[src/rtl/inst_fetch_unit.sv]
// Instruction fetch unit: issues one outstanding fetch at a time, buffers up
// to two {instruction, PC} pairs for the decoder and handles redirects by
// flushing the buffer and dropping any response that is still in flight.
module inst_fetch_unit #(
  parameter int WIDTH_INST_LENGTH = 32,
  parameter int WIDTH_PC_LENGTH = 32,
  parameter logic [WIDTH_PC_LENGTH-1:0] RESET_PC = 32'h0000_0000
) (
  input  logic                         Clk,
  input  logic                         Rst,
  output logic                         IMemReq,
  output logic [WIDTH_PC_LENGTH-1:0]   IMemAddr,
  input  logic                         IMemAck,
  input  logic [WIDTH_INST_LENGTH-1:0] IMemData,
  input  logic                         PCSel,
  input  logic [WIDTH_PC_LENGTH-1:0]   ALUOut,
  output logic [WIDTH_INST_LENGTH-1:0] Inst,
  output logic [WIDTH_PC_LENGTH-1:0]   InstPC,
  output logic                         InstValid,
  input  logic                         InstReady
);

  typedef enum logic [1:0] {
    IDLE = 2'd0,
    BUSY = 2'd1,
    DROP = 2'd2
  } state_e;

  localparam logic [WIDTH_PC_LENGTH-1:0] PC_STEP = WIDTH_PC_LENGTH'(4);

  state_e                       state_q;
  logic                         imemReq_q;
  logic [WIDTH_PC_LENGTH-1:0]   reqAddr_q;
  logic [WIDTH_PC_LENGTH-1:0]   nextPc_q;

  logic [WIDTH_INST_LENGTH-1:0] fifoInst_q [2];
  logic [WIDTH_PC_LENGTH-1:0]   fifoPc_q [2];
  logic                         rdPtr_q;
  logic                         wrPtr_q;
  logic [1:0]                   count_q;

  logic                         popEn;
  logic                         pushEn;
  logic [1:0]                   countAfterPop;
  logic                         slotFree;
  logic [WIDTH_PC_LENGTH-1:0]   pcStep;
  logic [WIDTH_PC_LENGTH-1:0]   redirectPc;
  logic                         aluLowUnused;

  // Redirect targets are forced to word alignment, so the two low bits are dropped.
  assign aluLowUnused  = ^ALUOut[1:0];
  assign redirectPc    = {ALUOut[WIDTH_PC_LENGTH-1:2], 2'b00};
  assign pcStep        = reqAddr_q + PC_STEP;

  assign popEn         = (count_q != 2'd0) && InstReady;
  assign countAfterPop = count_q - {1'b0, popEn};
  assign slotFree      = (countAfterPop != 2'd2);
  assign pushEn        = (state_q == BUSY) && IMemAck && !PCSel;

  assign IMemReq   = imemReq_q;
  assign IMemAddr  = reqAddr_q;
  assign InstValid = (count_q != 2'd0);
  assign Inst      = fifoInst_q[rdPtr_q];
  assign InstPC    = fifoPc_q[rdPtr_q];

  // Fetch sequencer: request issue, back-to-back streaming and redirect/drop handling.
  always_ff @(posedge Clk) begin
    if (Rst) begin
      state_q   <= IDLE;
      imemReq_q <= 1'b0;
      reqAddr_q <= '0;
      nextPc_q  <= RESET_PC;
    end else if (PCSel) begin
      nextPc_q <= redirectPc;
      case (state_q)
        BUSY, DROP: begin
          if (IMemAck) begin
            state_q   <= IDLE;
            imemReq_q <= 1'b0;
          end else begin
            state_q   <= DROP;
            imemReq_q <= 1'b1;
          end
        end
        default: begin
          state_q   <= IDLE;
          imemReq_q <= 1'b0;
        end
      endcase
    end else begin
      case (state_q)
        IDLE: begin
          if (slotFree) begin
            state_q   <= BUSY;
            imemReq_q <= 1'b1;
            reqAddr_q <= nextPc_q;
          end
        end
        BUSY: begin
          if (IMemAck) begin
            nextPc_q <= pcStep;
            if (countAfterPop == 2'd0) begin
              reqAddr_q <= pcStep;
            end else begin
              state_q   <= IDLE;
              imemReq_q <= 1'b0;
            end
          end
        end
        DROP: begin
          if (IMemAck) begin
            state_q   <= IDLE;
            imemReq_q <= 1'b0;
          end
        end
        default: begin
          state_q   <= IDLE;
          imemReq_q <= 1'b0;
        end
      endcase
    end
  end

  // Two-entry instruction buffer; a redirect empties it after any same-cycle pop.
  always_ff @(posedge Clk) begin
    if (Rst) begin
      rdPtr_q <= 1'b0;
      wrPtr_q <= 1'b0;
      count_q <= 2'd0;
      for (int i = 0; i < 2; i++) begin
        fifoInst_q[i] <= '0;
        fifoPc_q[i]   <= '0;
      end
    end else begin
      if (popEn) begin
        rdPtr_q <= ~rdPtr_q;
      end
      if (pushEn) begin
        fifoInst_q[wrPtr_q] <= IMemData;
        fifoPc_q[wrPtr_q]   <= reqAddr_q;
        wrPtr_q             <= ~wrPtr_q;
      end
      count_q <= countAfterPop + {1'b0, pushEn};
      if (PCSel) begin
        rdPtr_q <= 1'b0;
        wrPtr_q <= 1'b0;
        count_q <= 2'd0;
      end
    end
  end

endmodule

[config.mk]
export PLATFORM = sky130hd
export DESIGN_NAME = inst_fetch_unit
export DESIGN_NICKNAME = d
export VERILOG_FILES = /design/src/rtl/inst_fetch_unit.sv
export SDC_FILE = /design/constraint.sdc
export NUM_CORES = 1
export LEC_CHECK = 0
export CAP_MARGIN = 10
export CORE_AREA = 4 4 132 166
export DETAILED_ROUTE_END_ITERATION = 10
export DIE_AREA = 0 0 136 170
export PLACE_DENSITY_LB_ADDON = 0.05
export SYNTH_ARGS = -nofsm -noshare
export SYNTH_HDL_FRONTEND = slang
export SYNTH_SLANG_ARGS = --single-unit
[constraint.sdc]
create_clock -name Clk -period 8.41 [get_ports Clk]
set_input_delay 2.523 -clock Clk [delete_from_list [all_inputs] [get_ports Clk]]
set_output_delay 2.523 -clock Clk [all_outputs]
set_load 0.005 [all_outputs]
==> impl_metrics.env <==
export IMPL_power_leakage_nw=4.30
export IMPL_setup_worst_path_end_class="flip-flop"
export IMPL_cp_start_kind="primary input"
export IMPL_fp_coreArea_mm2=0.0204
export IMPL_fmax_mhz=184
export IMPL_synth_distinct_cells=57
export IMPL_die_w_um=136
export IMPL_fin_nets=1088
export IMPL_rr_startpoint="state_q[1]$_SDFFE_PP0P_"
export IMPL_hold_viol_final=0
export IMPL_cts_resized=0
export IMPL_synthArstFlopShare_pct=0
export IMPL_avgRoutedWirePerCell_um=18.2
export IMPL_antenna_cells=0
export IMPL_r2r_slack_ns=4.16
export IMPL_die_y_um=170
export IMPL_drv_slew=0
export IMPL_fin_crit_sh_pct=64.8
export IMPL_cp_required_ns=8.48
export IMPL_clk_path_buf_depth=2
export IMPL_drtIter0Drc=570
export IMPL_setup_viol=0
export IMPL_htree_levels=4
export IMPL_dp_cells=1268
export IMPL_grt_max_degree=65
export IMPL_yosysWarnings=0
export IMPL_syn_num_nets=971
export IMPL_cts_buffers=17
export IMPL_setup_tns_final_ns=0
export IMPL_track_usage_pct=20.7
export IMPL_ys_flop_type="edfxtp_1"
export IMPL_peakVddDrop_mv=0.137
export IMPL_vias=7136
export IMPL_status="finished clean"
export IMPL_routabilityCongestion=0.823
export IMPL_synth_top_area_share_pct=39.8
export IMPL_fin_crit_ns=5.45
export IMPL_min_to="nextPc_q[0]$_SDFFE_PP0N_"
export IMPL_cts_sinks=200
export IMPL_cellPowerDensity_mw_per_mm2=182
export IMPL_cp_arrival_ns=5.51
export IMPL_synth_edff_count=128
export IMPL_critPathKind="in -> reg"
export IMPL_r2r_cells=7
export IMPL_slew_headroom_pct=25.9
export IMPL_grt_pass1_vias=6937
export IMPL_min_from="nextPc_q[0]$_SDFFE_PP0N_"
export IMPL_wl_um=23700
export IMPL_die_area_mm2=0.0231
export IMPL_cp_max_fo=37
export IMPL_cts_tree="built"
export IMPL_syn_area_mm2=0.00966
export IMPL_first_pass_iters=5
export IMPL_drv_cap=0
export IMPL_yosysTopAreaCell="edfxtp_1"
export IMPL_overflow=0
export IMPL_syn_to_final_growth_pct=24.7
export IMPL_rsz0062_at_grt="false"
export IMPL_fin_worst_skew_ns=0.0106
export IMPL_portBuffers=164
export IMPL_dp_slack_ns=2.44
export IMPL_clockRootBuffer="clkbuf_16"
export IMPL_syn_area_per_cell_um2=10.8
export IMPL_fp_row_count=59
export IMPL_grt_pass1_wl_um=37800
export IMPL_ios=167
export IMPL_antenna_found_initial=0
export IMPL_hp_class="reg -> reg"
export IMPL_ys_ff_latch=200
export IMPL_min_path_cells=2
export IMPL_layout_commonest_cell="clkdlybuf4s50_1"
export IMPL_fin_cells=1300
export IMPL_most_common_layout_cells="clkdlybuf4s50_1 (163), edfxtp_1 (128), and2_1 (121), dfxtp_1 (71), mux2_2 (64)"
export IMPL_fin_ws_ns=2.96
export IMPL_ctsHoldBuffers=0
export IMPL_r2r_end="fifoPc_q[1][6]$_SDFFCE_PN0P_"
export IMPL_place_hpwl_um=15000
export IMPL_initial_utilization_pct=47.2
export IMPL_vias_per_cell=5.49
export IMPL_post_cts_buffers=0
export IMPL_clk_pin_slew_worst_paths_ns=0.08
export IMPL_syn_inst=896
export IMPL_worstMarginPinSlew_ns=1.11
export IMPL_drive_gt1_share_pct=11.7
export IMPL_antenna_left=0
export IMPL_ys_top_cells_by_area="edfxtp_1 (40%), dfxtp_1 (15%), and2_1 (7.8%), mux2_2 (7.5%), a21oi_1 (2.5%)"
export IMPL_synth_seq_area_share_pct=54.7
export IMPL_clk_latency_ns=0.43
export IMPL_drc_errors=0
## final cells by class
type	instances	area, µm²
Clock inverter	15	198
Inverter	20	75.1
Sequential cell	200	5290
Timing Repair Buffer	175	1720
Tap cell	274	343
Multi-Input combinational cell	599	3990
Clock buffer	17	425
Fill cell	1754	8410
## power by group
part           switching (mW)  internal, mW  leakage (nW)  total [mW]
clock network           0.398         0.459         0.305       0.857
logic                   0.110         0.112          2.08       0.222
registers              0.0297          1.08          1.92        1.11
total                   0.538          1.65          4.30        2.19
## critical path, stage by stage
cell and delay [ns]:
clkdlybuf4s50_1 0.56, nand2_1 0.54, nor2_1 0.59, nand2_1 0.12, nand2_2 0.56, buf_4 0.56
## sequential cells by signal, indices dropped and copies added (netlist names), named ones only
| signal | cells |
|---|---|
| IMemReq | 1 |
| IMemAddr | 32 |
| fifoPc_q | 64 |
| fifoInst_q | 64 |
| nextPc_q | 32 |
| wrPtr_q | 1 |
| state_q | 2 |
| rdPtr_q | 1 |
| count_q | 2 |
## cell usage after synthesis, drive strengths merged (19+ instances only)
master / number
mux2: 64
o21ai: 30
edfxtp: 128
nand2: 54
a21oi: 49
and2: 121
clkbuf: 61
nor2: 53
nand4: 19
nor3: 26
inv: 20
dfxtp: 72
## layer usage
metal / vias to the layer above / wire, µm / global-route usage (%)
met4: 0 / 417 / 6.09
met2: 215 / 11800 / 34.3
li1: 3458 / - / -
met5: - / 0 / 0
met1: 3438 / 10200 / 27.7
met3: 25 / 1340 / 4.05
## worst max path at each step
stage          startpoint                              to  slack, ns  cells past startpoint
3_3_place_gp      IMemAck  fifoInst_q[1][2]$_SDFFCE_PN0P_       2.42                      6
6_report          IMemAck    fifoPc_q[1][6]$_SDFFCE_PN0P_       2.96                      6
5_1_grt           IMemAck   fifoPc_q[1][10]$_SDFFCE_PN0P_       2.74                      6
3_5_place_dp      IMemAck    fifoPc_q[1][1]$_SDFFCE_PN0P_       2.44                      6
4_1_cts           IMemAck   fifoPc_q[1][10]$_SDFFCE_PN0P_       2.91                      6
2_1_floorplan       PCSel  fifoInst_q[0][0]$_SDFFCE_PN0P_       0.07                      5
## logic make-up after synthesis
family                     count (synthesis)  synth area share [%]
adders and majority gates                  6                 0.777
DFF                                      200                  54.7
and+or+nand+nor                          340                  19.3
xor gates and xnor gates                  26                  2.36
muxes                                     74                  8.50
AOI/OAI and AO/OA                        153                  10.2
buffers and inverters                     97                  4.18
## per-stage QoR
step	util [%]	cell area [µm²]	power [mW]	hold WS [ns]
2_1_floorplan	-	9660	1.24	0.436
3_3_place_gp	55.8	11400	1.35	0.443
3_5_place_dp	55.8	11400	1.36	0.448
4_1_cts	58.9	12000	2.21	0.459
5_1_grt	58.9	12000	2.28	0.495
6_report	58.9	12000	2.19	0.461
(Power assumes the default switching activity.)
